File: config.mk
export PLATFORM = sky130hd
export DESIGN_NAME = mem_lsu
export DESIGN_NICKNAME = d
export VERILOG_FILES = /design/src/rtl/mem_pkg.sv /design/src/rtl/mem_align_chk.sv /design/src/rtl/mem_lsu.sv
export SDC_FILE = /design/constraint.sdc
export NUM_CORES = 1
export LEC_CHECK = 0
export BUFFER_PORTS_ARGS = -buffer_cell sky130_fd_sc_hd__buf_2
export CAP_MARGIN = 20
export CORE_ASPECT_RATIO = 1.25
export CORE_MARGIN = 1
export CORE_UTILIZATION = 45
export DETAILED_ROUTE_END_ITERATION = 6
export GPL_TIMING_DRIVEN = 0
export PLACE_DENSITY = 0.76
export SYNTH_ARGS = -nofsm -noshare
export SYNTH_HDL_FRONTEND = slang
export SYNTH_SLANG_ARGS = --single-unit
export TNS_END_PERCENT = 1
File: constraint.sdc
create_clock -name clk -period 6 [get_ports clk]
set_input_delay 0 -clock clk [delete_from_list [all_inputs] [get_ports clk]]
set_output_delay 0 -clock clk [all_outputs]
set_load 0.02 [all_outputs]
File: src/rtl/mem_pkg.sv
// Shared encodings for the load/store unit.
// Size codes, fault causes and LSU state values.
package mem_pkg;

  typedef logic [1:0] size_t;
  typedef logic [1:0] cause_t;
  typedef logic [1:0] state_t;

  localparam size_t MEM_B = 2'b00;
  localparam size_t MEM_H = 2'b01;
  localparam size_t MEM_W = 2'b10;
  localparam size_t MEM_X = 2'b11;

  localparam cause_t CAUSE_NONE     = 2'b00;
  localparam cause_t CAUSE_MISALIGN = 2'b01;
  localparam cause_t CAUSE_TIMEOUT  = 2'b10;
  localparam cause_t CAUSE_ILLEGAL  = 2'b11;

  localparam state_t ST_IDLE   = 2'b00;
  localparam state_t ST_ACCESS = 2'b01;
  localparam state_t ST_RESP   = 2'b10;

endpackage

File: src/rtl/mem_align_chk.sv
// Size legality and natural-alignment check.
// Purely combinational; evaluated on the incoming request.
module mem_align_chk
  import mem_pkg::*;
(
  input  logic [1:0] size,
  input  logic [1:0] addr_lo,
  output logic       fault,
  output logic [1:0] cause
);

  always_comb begin
    fault = 1'b0;
    cause = CAUSE_NONE;
    unique case (1'b1)
      (size == MEM_X): begin
        fault = 1'b1;
        cause = CAUSE_ILLEGAL;
      end
      (size == MEM_H && addr_lo[0]): begin
        fault = 1'b1;
        cause = CAUSE_MISALIGN;
      end
      (size == MEM_W && addr_lo != 2'b00): begin
        fault = 1'b1;
        cause = CAUSE_MISALIGN;
      end
      default: ;
    endcase
  end

endmodule

File: src/rtl/mem_lsu.sv
// Load/store unit between the MEM stage and the DMem port.
// One request in flight; registered DMem drive and response.
module mem_lsu
  import mem_pkg::*;
#(
  parameter int TIMEOUT = 8,
  parameter int ADDR_W  = 32
) (
  input  logic              clk,
  input  logic              reset,
  input  logic              req_valid,
  output logic              req_ready,
  input  logic [ADDR_W-1:0] req_addr,
  input  logic [31:0]       req_wdata,
  input  logic              req_we,
  input  logic [1:0]        req_size,
  input  logic              req_unsigned,
  input  logic              flush,
  output logic              resp_valid,
  input  logic              resp_ready,
  output logic [31:0]       resp_rdata,
  output logic              resp_fault,
  output logic [1:0]        resp_cause,
  output logic              dm_valid,
  output logic [ADDR_W-1:0] dm_addr,
  output logic [31:0]       dm_wdata,
  output logic              dm_read,
  output logic              dm_write,
  output logic [1:0]        dm_mask,
  output logic              dm_sext,
  input  logic [31:0]       dm_rdata,
  input  logic              dm_good
);

  localparam logic [7:0] TO_LAST = 8'(TIMEOUT - 1);

  state_t     state;
  logic [7:0] cnt;
  logic       chk_fault;
  logic [1:0] chk_cause;
  logic       to_hit;

  mem_align_chk u_chk (
    .size    (req_size),
    .addr_lo (req_addr[1:0]),
    .fault   (chk_fault),
    .cause   (chk_cause)
  );

  assign req_ready = (state == ST_IDLE);
  assign to_hit    = (cnt == TO_LAST);

  always_ff @(posedge clk or negedge reset) begin
    if (!reset) begin
      state      <= ST_IDLE;
      cnt        <= '0;
      dm_valid   <= 1'b0;
      dm_addr    <= '0;
      dm_wdata   <= '0;
      dm_read    <= 1'b0;
      dm_write   <= 1'b0;
      dm_mask    <= '0;
      dm_sext    <= 1'b0;
      resp_valid <= 1'b0;
      resp_rdata <= '0;
      resp_fault <= 1'b0;
      resp_cause <= CAUSE_NONE;
    end else if (flush) begin
      state      <= ST_IDLE;
      cnt        <= '0;
      dm_valid   <= 1'b0;
      dm_addr    <= '0;
      dm_wdata   <= '0;
      dm_read    <= 1'b0;
      dm_write   <= 1'b0;
      dm_mask    <= '0;
      dm_sext    <= 1'b0;
      resp_valid <= 1'b0;
      resp_rdata <= '0;
      resp_fault <= 1'b0;
      resp_cause <= CAUSE_NONE;
    end else begin
      unique case (state)
        ST_IDLE: begin
          if (req_valid && chk_fault) begin
            // faulting requests never touch DMem
            state      <= ST_RESP;
            resp_valid <= 1'b1;
            resp_rdata <= '0;
            resp_fault <= 1'b1;
            resp_cause <= chk_cause;
          end else if (req_valid) begin
            state    <= ST_ACCESS;
            cnt      <= '0;
            dm_valid <= 1'b1;
            dm_addr  <= req_addr;
            dm_wdata <= req_wdata;
            dm_read  <= ~req_we;
            dm_write <= req_we;
            dm_mask  <= req_size;
            dm_sext  <= ~req_unsigned;
          end
        end
        ST_ACCESS: begin
          if (dm_good) begin
            state      <= ST_RESP;
            dm_valid   <= 1'b0;
            dm_addr    <= '0;
            dm_wdata   <= '0;
            dm_read    <= 1'b0;
            dm_write   <= 1'b0;
            dm_mask    <= '0;
            dm_sext    <= 1'b0;
            resp_valid <= 1'b1;
            resp_rdata <= dm_read ? dm_rdata : '0;
            resp_fault <= 1'b0;
            resp_cause <= CAUSE_NONE;
          end else if (to_hit) begin
            state      <= ST_RESP;
            dm_valid   <= 1'b0;
            dm_addr    <= '0;
            dm_wdata   <= '0;
            dm_read    <= 1'b0;
            dm_write   <= 1'b0;
            dm_mask    <= '0;
            dm_sext    <= 1'b0;
            resp_valid <= 1'b1;
            resp_rdata <= '0;
            resp_fault <= 1'b1;
            resp_cause <= CAUSE_TIMEOUT;
          end else if (cnt != 8'hFF) begin
            cnt <= cnt + 8'd1;
          end
        end
        ST_RESP: begin
          if (resp_ready) begin
            state      <= ST_IDLE;
            resp_valid <= 1'b0;
          end
        end
        default: state <= ST_IDLE;
      endcase
    end
  end

  a_rw_excl: assert property (
    @(posedge clk) disable iff (!reset)
    !(dm_read && dm_write));

  a_resp_hold: assert property (
    @(posedge clk) disable iff (!reset)
    resp_valid && !resp_ready && !flush
    |=> resp_valid && $stable(resp_rdata)
        && $stable(resp_fault)
        && $stable(resp_cause));

  a_dm_hold: assert property (
    @(posedge clk) disable iff (!reset)
    state == ST_ACCESS && !dm_good
    && !to_hit && !flush
    |=> dm_valid && $stable(dm_addr)
        && $stable(dm_wdata)
        && $stable(dm_mask));

endmodule

; Yosys cells after proc, flatten, opt, wreduce, memory -nomap -nowiden
; Cells that the tools add are included.
[word_totals]
regBits = 116
input_bits = 106
output_inout_bits = 107
wordCells = 114
[classes]
addsub = 1
eq_ne = 16
n_mux = 68
bitwise_logic = 2
n_reduce_logical = 14
[op_table]
columns = cell, count
row1 = two-way mux 32 bit, 12
row2 = case mux 32 bit (2 select lines), 3
row3 = two-way mux 8 bit, 6
row4 = two-way mux 2 bit, 14
row5 = two-way mux 1 bit, 22
row6 = case mux 8 bit (2 select lines), 1
row7 = != test 3 bit (second input constant), 5
row8 = case mux 2 bit (2 select lines), 3
row9 = case mux 1 bit (2 select lines), 5
row10 = adder 8 x 1 -> 8 bit (second input constant), 1
row11 = equality test 8 x 3 -> 1 bit (second input constant), 1
row12 = != test 8 bit (second input constant), 1
row13 = AND reduction 4 bit, 2
row14 = equality test 2 bit (second input constant), 3
row15 = case mux 2 bit (3 select lines), 1
row16 = AND reduction 3 bit, 2
row17 = AND reduction 6 bit, 1
row18 = equality test 2 x 1 -> 1 bit (second input constant), 2
row19 = != test 4 x 2 -> 1 bit (second input constant), 1
row20 = != test 4 bit (second input constant), 1
row21 = nonzero test 4 bit, 1
row22 = logical AND 1 bit, 3
row23 = != test 3 x 1 -> 1 bit (second input constant), 1
row24 = != test 3 x 2 -> 1 bit (second input constant), 1
row25 = 7 further kinds, 8

; Longest topological paths before layout
; Gate-level depths: netlist of run 1.
[depth]
word_depth = 8
depth_mapped = 10
depth_no_buf = 7

; Hierarchy
; Synthesis of run 1 repeated with hierarchy kept, for this count alone.
[unflattened]
hier_cells = 512
area_unflattened_um2 = 5301.3
[modules_own_cells]
columns = mod, n_inst, cells_each, area_each_um2, seq_area_each_um2
row1 = mem_lsu, 1, 507, 5271.3, 2902.8
row2 = mem_align_chk, 1, 5, 30.0, 0.0

; Least setup slack after synthesis of run 1
; No wires, ideal clock.
[synth_path]
path_type = flip-flop to flip-flop
start = register state[0]
end = register dm_mask[0]
setup_ns = 0.127
arrival_time_ns = 1.903
required_time_ns = 5.873
setup_slack_ns = 3.970
stages_incl_launch_ff = 9
n_path_buf = 2
period_less_slack_ns = 2.030
path_cell_list = dfrtp_1 -> inv_1 -> ha_1 -> inv_1 -> a221o_1 -> o21ai_2 -> buf_4 -> buf_2 -> o21ai_0
[synth_between]
elab_chain_len = 3
word_cells_on_any_way = 9
classes_between = 4 x eq/ne / 2 x mux / 3 x reduce/logical
[synth_rtl]
columns = item, line_no
row1 = "start, declared", mem_lsu.sv:37  ; state_t state;
row2 = "start signal, assigned", mem_lsu.sv:55  ; state <= ST_IDLE;
row3 = "start signal, assigned", mem_lsu.sv:69  ; state <= ST_IDLE;
row4 = "start signal, assigned", mem_lsu.sv:87  ; state <= ST_RESP;
row5 = zero test 2 bit *, n/a
row6 = named net req_ready, mem_lsu.sv:12  ; output logic req_ready,
row7 = != test 3 bit (no source line) (tied with other cells), n/a
row8 = AND reduction 4 bit (no source line) / two-way mux 2 bit (equally long branches), n/a
row9 = "end signal, assigned", mem_lsu.sv:100  ; dm_mask <= req_size;
row10 = "end, declared", mem_lsu.sv:29  ; output logic [1:0] dm_mask,
; Mark *: on every way through the listed nets, which the timed path passes. The rest lies on a longest branch.
; A chain may end at the register's enable or synchronous reset.

; Final worst setup path of run 1
[layout_path]
start = register state[0]
end = register dm_wdata[6]
[layout_between]
elab_chain_len = 3
word_cells_on_any_way = 9
classes_between = 4 x eq/ne / 2 x mux / 3 x reduce/logical
[layout_rtl]
columns = item, line_no
row1 = equality test 2 x 1 -> 1 bit / zero test 2 bit (equally long branches), mem_lsu.sv:83  ; unique case (state)
row2 = != test 4 bit (no source line) (tied with other cells), n/a
row3 = AND reduction 4 bit (no source line) / two-way mux 32 bit (equally long branches), n/a
row4 = "end signal, assigned", mem_lsu.sv:97  ; dm_wdata <= req_wdata;
row5 = "end, declared", mem_lsu.sv:26  ; output logic [31:0] dm_wdata,
; Several ways; a longest one is shown, not always the timed one.

==> results of run 1 <==
kinds of logic after synthesis:
logic type / share of synthesized area
simple gates: 0.155
mux: 0.00230
flops: 0.593
compound gates: 0.194
fa+ha+maj: 0.0102
buf+inv: 0.0453
synthesized netlist by cell type, drive strengths merged, types with 3 or more instances:
library cell / n
buf: 19
nor3: 5
nor2: 6
o31ai: 4
a22o: 34
nand2b: 3
clkbuf: 14
dfrtp: 116
a2111o: 3
inv: 9
a21oi: 7
ha: 4
nor2b: 3
o21ai: 74
a21o: 3
nand2: 150
nand3: 3
per-stage QoR:
stage / cells / hold slack (ps) / instance area, µm²
after floorplan: 486 / -296 / 4890
after global placement: 830 / 186 / 6120
after detailed placement: 831 / -51.5 / 6150
after CTS: 964 / 27.9 / 7800
after global routing: 965 / 57.6 / 7800
final: 965 / 51.7 / 7800
state kept, by name, summed over array words and instances (netlist names):
| name | count |
|---|---|
| dm_write | 1 |
| resp_valid | 1 |
| dm_read | 1 |
| resp_cause | 2 |
| state | 2 |
| dm_addr | 32 |
| dm_sext | 1 |
| dm_mask | 2 |
| resp_fault | 1 |
| resp_rdata | 32 |
| cnt | 8 |
| dm_wdata | 32 |
| dm_valid | 1 |
layout make-up:
type / instances / share of cell area
clock inverter: 9 / 0.0194
buffer: 33 / 0.0241
multi-input combinational: 328 / 0.227
tap: 132 / 0.0212
timing repair buffer: 315 / 0.271
clock buffer: 22 / 0.0608
inverter: 9 / 0.00433
antenna: 1 / 0.000321
sequential: 116 / 0.372
worst max path at each step:
stage	from	endpoint	slack, ps
floorplan	state[0]$_DFFE_PN0P_	dm_mask[0]$_DFFE_PN0P_	3970
global placement	reset	dm_addr[15]$_DFFE_PN0P_	3570
detailed placement	state[0]$_DFFE_PN0P_	dm_mask[0]$_DFFE_PN0P_	3700
CTS	state[0]$_DFFE_PN0P_	dm_mask[0]$_DFFE_PN0P_	3680
global route	state[0]$_DFFE_PN0P_	dm_wdata[1]$_DFFE_PN0P_	3550
finish	state[0]$_DFFE_PN0P_	dm_wdata[6]$_DFFE_PN0P_	3660
metal layers:
metal / up-vias / GRT usage / wire [µm] / part of all wire
li1: 2339 / - / - / -
met1: 2469 / 0.296 / 5750 / 0.36
met2: 232 / 0.504 / 8490 / 0.53
met3: 59 / 0.0663 / 915 / 0.057
met4: 0 / 0.185 / 755 / 0.047
met5: - / 0 / 0 / 0
worst reg2reg max path, delay by kind of cell (launching register included):
family | cells | cell delay [ps]
simple gates | 1 | 200
flops | 1 | 370
compound gates | 3 | 790
buf+inv | 3 | 580
fa+ha+maj | 1 | 270
power groups by stage:
stage	clock network (mW)	registers, mW	logic [mW]
after CTS	1.08	0.896	0.482
after floorplan	0	0.997	0.154
after detailed placement	0	0.908	0.428
final	1.06	0.898	0.493
after global placement	0	0.905	0.417
after global routing	1.11	0.906	0.532
==> summary.txt, run 1 <==
Detailed routing
  • Final wirelength: 15,900 µm
  • Via count: 5,099
  • Drt drc: 0
  • Via-per-instance ratio: 5.28
  • Drt initial violations: 240
  • Wire length per cell: 16.5 µm
  • Antenna-violating nets left: 0
  • TritonRoute pass-1 iters: 4

Place
  • Pre-CTS setup slack: 3700 ps
  • Routability-driven placement congestion ratio: 0.835
  • Buffers on Ports: 212
  • Dpl hpwl: 9370 µm

Setup path
  • Critical-path cell list: inv_1 -> ha_1 -> and2_1 -> a221o_1 -> o21ai_2 -> buf_4 -> buf_2 -> o21ai_0
  • CP bufs+invs: 3
  • Slowest CP cell: a221o_1
  • Crit end category: flip-flop
  • CP top delay family: compound AO/OA/AOI/OAI gates
  • Type of origin of the critical path: flip-flop
  • Crit Reg-Reg Endpoint: dm_wdata[6]$_DFFE_PN0P_
  • Kind of critical path: reg -> reg
  • R2r startpoint: state[0]$_DFFE_PN0P_
  • R2R depth: 8
  • Flop2flop setup slack: 3660 ps
  • Critical path depth: 8
  • Max incr delay on CP: 380 ps
  • Worst EP required: 6270 ps
  • CP arrival: 2610 ps
  • Worst-path maximum fanout: 10

CTS
  • CTS buffer count: 17
  • H-tree levels: 4
  • Clock Tree Buf Depth: 2
  • Hold-fix buffers at CTS: 102
  • Root Buffer: clkbuf_16
  • Post-CTS setup buffers: 0
  • Reg clk slew, reported paths: 50 ps
  • Clock Sinks: 116
  • PostCTS Resize Cnt: 0
  • CTS tree: done
  • Clk_lat worst skew: 400 ps

Power and ir drop
  • VDD IR-drop max: 0.000194 V
  • Logic pwr share: 0.201
  • Clk pwr share: 0.433
  • Pint: 1.77 mW
  • P_leak: 4.04 nW
  • Reg power frac: 0.366
  • Cell Pwr Density: 315 nW/µm²
  • Net Sw Frac: 0.279
  • Power Total: 2.45 mW
  • Switching pwr: 685 µW

Cells and area
  • Layout area overhead: 59.5%
  • Layout filler cell count: 711
  • Most frequent cells in the layout: buf_2 (219), nand2_1 (150), dfrtp_1 (116)
  • Layout cells sized above 1: 0.327
  • Area of the multi-input gates: 1770 µm²
  • Final core occ: 0.739
  • Most common library cell in the layout ignoring fill and taps: buf_2
  • Register area: 2900 µm²
  • Net count, final: 930

Global route
  • Pin count of the biggest net entering global routing: 74
  • First-pass GRT wire length: 24,600 µm
  • Overall Global Routing Usage: 0.287
  • Vias in the first global route: 5,211
  • Initial antenna violation count: 1
  • GRT overflow: 0

Logic synthesis
  • Top-area cell type share of the netlist area: 0.593
  • Yosys top cell by area: dfrtp_1
  • Synth top area cells: dfrtp_1 (59%), nand2_1 (12%), o21ai_0 (7.4%)
  • Distinct cells, synth: 46
  • Dominant synthesized flop cell: dfrtp_1
  • Post-synthesis cell area: 4890 µm²
  • Async S/R FF share, synth: 1.00
  • Syn avg cell area: 10.1 µm²
  • Syn. warnings: 0
  • Nets in the synthesized netlist: 596
  • Number of synthesized flops with an enable pin: 0
  • Syn Inst Count: 486
  • Seq cells post-synth: 116
  • Post-synthesis sequential area ratio: 0.593

Timing
  • Final Cycle Share: 0.390
  • Actual slew at the worst max-slew pin: 486 ps
  • RSZ-0062 raised after global routing: no
  • Hold Fails Final Rpt: 0
  • Pins over their slew limit: 0
  • Max_slew headroom: 0.676
  • Clock Skews: 7.59 ps
  • Max Freq: 428 MHz
  • TNS Setup: 0 ps
  • Final Setup Violations: 0
  • Post-route worst setup slack: 3660 ps
  • Crit path time final: 2340 ps

Floorplan
  • Area of the die: 11,300 µm²
  • Initial core utilization: 0.463
  • Rows: 42
  • Die W: 95.3 µm
  • Core ar.: 10,600 µm²
  • Top Ports: 213
  • Die extent in y: 119 µm

Min path
  • Worst min path class: in -> reg
  • Min-Delay Path Depth: 4
  • Worst hold start: req_valid
  • Hold endpoint: state[1]$_DFFE_PN0P_

Run status
  • Status: complete, no violations

Job
  • Max cap viols: 0
Power figures use the tool's default switching activity.
==> run 2, diff against run 1 <==
ABC_AREA = 1   (was unset)
CORE_UTILIZATION = 44   (was 45)
clock period = 2.1 ns   (was 6 ns; I/O delays follow)
==> run 2 against run 1 <==
Net effect:
- power rose to 4.5 times the previous value
- core utilization decreased by 3.2 points
- first-iteration DRC count decreased by 11%
- global-route usage fell by 0.48 points
- synthesized area up 9.7%
- sequential power rose to 3.7 times the previous value
- sequential share of layout area fell by 2.2 points
- hold slack worse by 32 ps
- combinational power increased to 10 times the previous value
- clock skew decreased by 0.87 ps
- register-to-register slack worse by 3600 ps
==> summary.txt, run 2 <==
Run status
  • Status: complete, no violations

Setup path
  • Critical-path cell list: inv_1 -> ha_1 -> clkbuf_4 -> nand2_4 -> nor2_4 -> inv_2 -> nor2_2 -> nor2_2 -> nand2_2 -> buf_4 -> buf_6 -> nand2_1 -> o21ai_1
  • Max incr delay on CP: 390 ps
  • Crit end category: flip-flop
  • CP bufs+invs: 5
  • Worst-path maximum fanout: 10
  • Type of origin of the critical path: flip-flop
  • Worst path most repeated cell: nor2_2
  • R2R depth: 13
  • CP top delay family: buffers and inverters
  • Crit Reg-Reg Endpoint: dm_addr[23]$_DFFE_PN0P_
  • Flop2flop setup slack: 70 ps
  • R2r startpoint: state[1]$_DFFE_PN0P_
  • Worst EP required: 2420 ps
  • Kind of critical path: reg -> reg
  • CP arrival: 2350 ps
  • Slowest CP cell: dfrtp_1

Floorplan
  • Top Ports: 213
  • Initial core utilization: 0.458
  • Rows: 44
  • Area of the die: 12,600 µm²
  • Die W: 101 µm
  • Core ar.: 11,700 µm²
  • Die extent in y: 125 µm

Logic synthesis
  • Post-synthesis compound-gate area fraction: 0.138
  • Seq cells post-synth: 116
  • Synth top area cells: dfrtp_1 (54%), nand2_1 (14%), nand3_1 (7.9%)
  • Syn. warnings: 0
  • Yosys top cell by area: dfrtp_1
  • Async S/R FF share, synth: 1.00
  • Post-synthesis sequential area ratio: 0.541
  • Post-synth top cells: nand2_1 (194), dfrtp_1 (116), nand3_1 (85)
  • Syn Inst Count: 611
  • Dominant synthesized flop cell: dfrtp_1
  • Nets in the synthesized netlist: 721
  • Number of synthesized flops with an enable pin: 0
  • Mux cell area share after synthesis: 0
  • Post-synthesis cell area: 5370 µm²
  • Largest family of logic cells by synthesized area: simple AND/OR/NAND/NOR gates
  • Adder-cell share of the synthesized area: 0.00932
  • Distinct cells, synth: 25
  • Syn avg cell area: 8.79 µm²
  • Top-count cell post-synth: nand2_1
  • Simple-Gate Fraction of Synth Area: 0.248
  • Top-area cell type share of the netlist area: 0.541
  • Post-Synth XOR/XNOR Area: 0.00163

Detailed routing
  • Via count: 5,730
  • TritonRoute pass-1 iters: 5
  • Antenna-violating nets left: 0
  • Drt drc: 0
  • Via-per-instance ratio: 5.12
  • Drt initial violations: 213
  • Final wirelength: 17,300 µm
  • Wire length per cell: 15.4 µm

Timing
  • Hold Fails Final Rpt: 0
  • Max Freq: 493 MHz
  • Max_slew headroom: 0.683
  • Clock Skews: 6.71 ps
  • Final Cycle Share: 0.967
  • RSZ-0062 raised after global routing: yes
  • Actual slew at the worst max-slew pin: 475 ps
  • Pins over their slew limit: 0
  • Post-route worst setup slack: 70.2 ps
  • Final Setup Violations: 0
  • Hold WS: 19.6 ps
  • Crit path time final: 2030 ps

Place
  • Pre-CTS setup slack: 8.48 ps
  • Dpl hpwl: 10,300 µm
  • Buffers on Ports: 212
  • Routability-driven placement congestion ratio: 0.839
  • Area after DPL: 6660 µm²

Min path
  • Hold endpoint: resp_fault$_DFFE_PN0P_
  • Worst hold start: dm_good
  • Min-Delay Path Depth: 4
  • Worst min path class: in -> reg

Power and ir drop
  • Cell Pwr Density: 1330 nW/µm²
  • Switching pwr: 4.64 mW
  • Power Total: 11.1 mW
  • Net Sw Frac: 0.419
  • VDD IR-drop max: 0.000751 V
  • Pint: 6.42 mW
  • Reg power frac: 0.302
  • P_leak: 4.23 nW
  • Clk pwr share: 0.251
  • Logic pwr share: 0.448

Cells and area
  • Post-route cell area: 8290 µm²
  • Final core occ: 0.707
  • Largest regs: dm_addr: 32 flops, dm_wdata: 32 flops, resp_rdata: 32 flops
  • Layout area overhead: 54.4%
  • Net count, final: 1,056
  • Most frequent cells in the layout: buf_2 (218), nand2_1 (193), dfrtp_1 (116)
  • Layout cells sized above 1: 0.338
  • Most common library cell in the layout ignoring fill and taps: buf_2
  • Antenna diode count: 0

CTS
  • Clock Tree Buf Depth: 2
  • H-tree levels: 4
  • Reg clk slew, reported paths: 60 ps
  • Root Buffer: clkbuf_16
  • CTS tree: done
  • Clk_lat worst skew: 410 ps
  • CTS buffer count: 17
  • Clock Sinks: 116

Global route
  • Initial antenna violation count: 0
  • Overall Global Routing Usage: 0.282
  • Pin count of the biggest net entering global routing: 71
  • Vias in the first global route: 5,690
  • GRT overflow: 0
  • First-pass GRT wire length: 27,700 µm

Job
  • Max cap viols: 0
[run 2: cell count changes in the layout (fill, tap and decap cells not counted), moves of 9 or more]
cell	change
o21ai_0	-27
buf_6	+9
nand3_1	+81
o21ai_1	+19
a22o_1	-34
nand2_1	+43
o21ai_2	+44
nor2_1	+22
[run 2: metrics by stage]
stage | instances | TNS (ps)
global placement | 984 | -44930
detailed placement | 985 | 0
floorplan | 611 | 0
CTS | 1119 | -13.5
finish | 1119 | 0
global route | 1119 | -592
[run 2: worst min-delay path, cell delays in order]
cell and delay (ps):
buf_2 140, nand2_1 90, nand2_1 60, o21ai_0 70
[run 2: cell type report]
cell class | instances | area (µm²)
plain buffers | 40 | 274
well taps | 161 | 201
clock inverters | 9 | 105
flip-flops and latches | 116 | 2900
fillers | 889 | 3440
multi-input cells | 435 | 2140
inverters | 20 | 75.1
repair buffers | 316 | 2130
clock buffers | 22 | 464
[run 2: what timing repair did]
action	CTS	global route
gates cloned	0	0
endpoints found under the hold margin	220	0
hold buffers	103	0
setup buffers	0	0
endpoints found under the setup margin	3	103
resized for setup	0	11
[run 2: power by group through the flow]
stage	logic (mW)	clock network (mW)	registers, mW
after floorplan	2.28	0	4.20
after global placement	4.64	0	3.32
after detailed placement	4.69	0	3.33
after CTS	4.85	2.81	3.30
after global routing	5.35	2.93	3.41
final	4.95	2.77	3.34
[run 2: worst max-delay path by stage]
stage / from / to / slack (ps) / cells after the start
finish: state[1]$_DFFE_PN0P_ / dm_addr[23]$_DFFE_PN0P_ / 70 / 13
global route: state[1]$_DFFE_PN0P_ / dm_addr[27]$_DFFE_PN0P_ / -50 / 13
CTS: state[1]$_DFFE_PN0P_ / resp_rdata[23]$_DFFE_PN0P_ / -5 / 12
detailed placement: state[1]$_DFFE_PN0P_ / resp_rdata[23]$_DFFE_PN0P_ / 8 / 12
global placement: reset / resp_rdata[7]$_DFFE_PN0P_ / -400 / 1
floorplan: state[0]$_DFFE_PN0P_ / dm_addr[21]$_DFFE_PN0P_ / 290 / 11
[run 2: metal layers]
| layer | share of wire | GRT usage |
|---|---|---|
| met5 | 0 | 0 |
| met4 | 0.060 | 0.171 |
| met3 | 0.060 | 0.0609 |
| met2 | 0.50 | 0.473 |
| met1 | 0.38 | 0.326 |
[run 2: logic make-up after synthesis]
kind of cell,after synthesis
simple gates,316
flops,116
compound gates,114
buf+inv,60
fa+ha+maj,4
xor+xnor,1
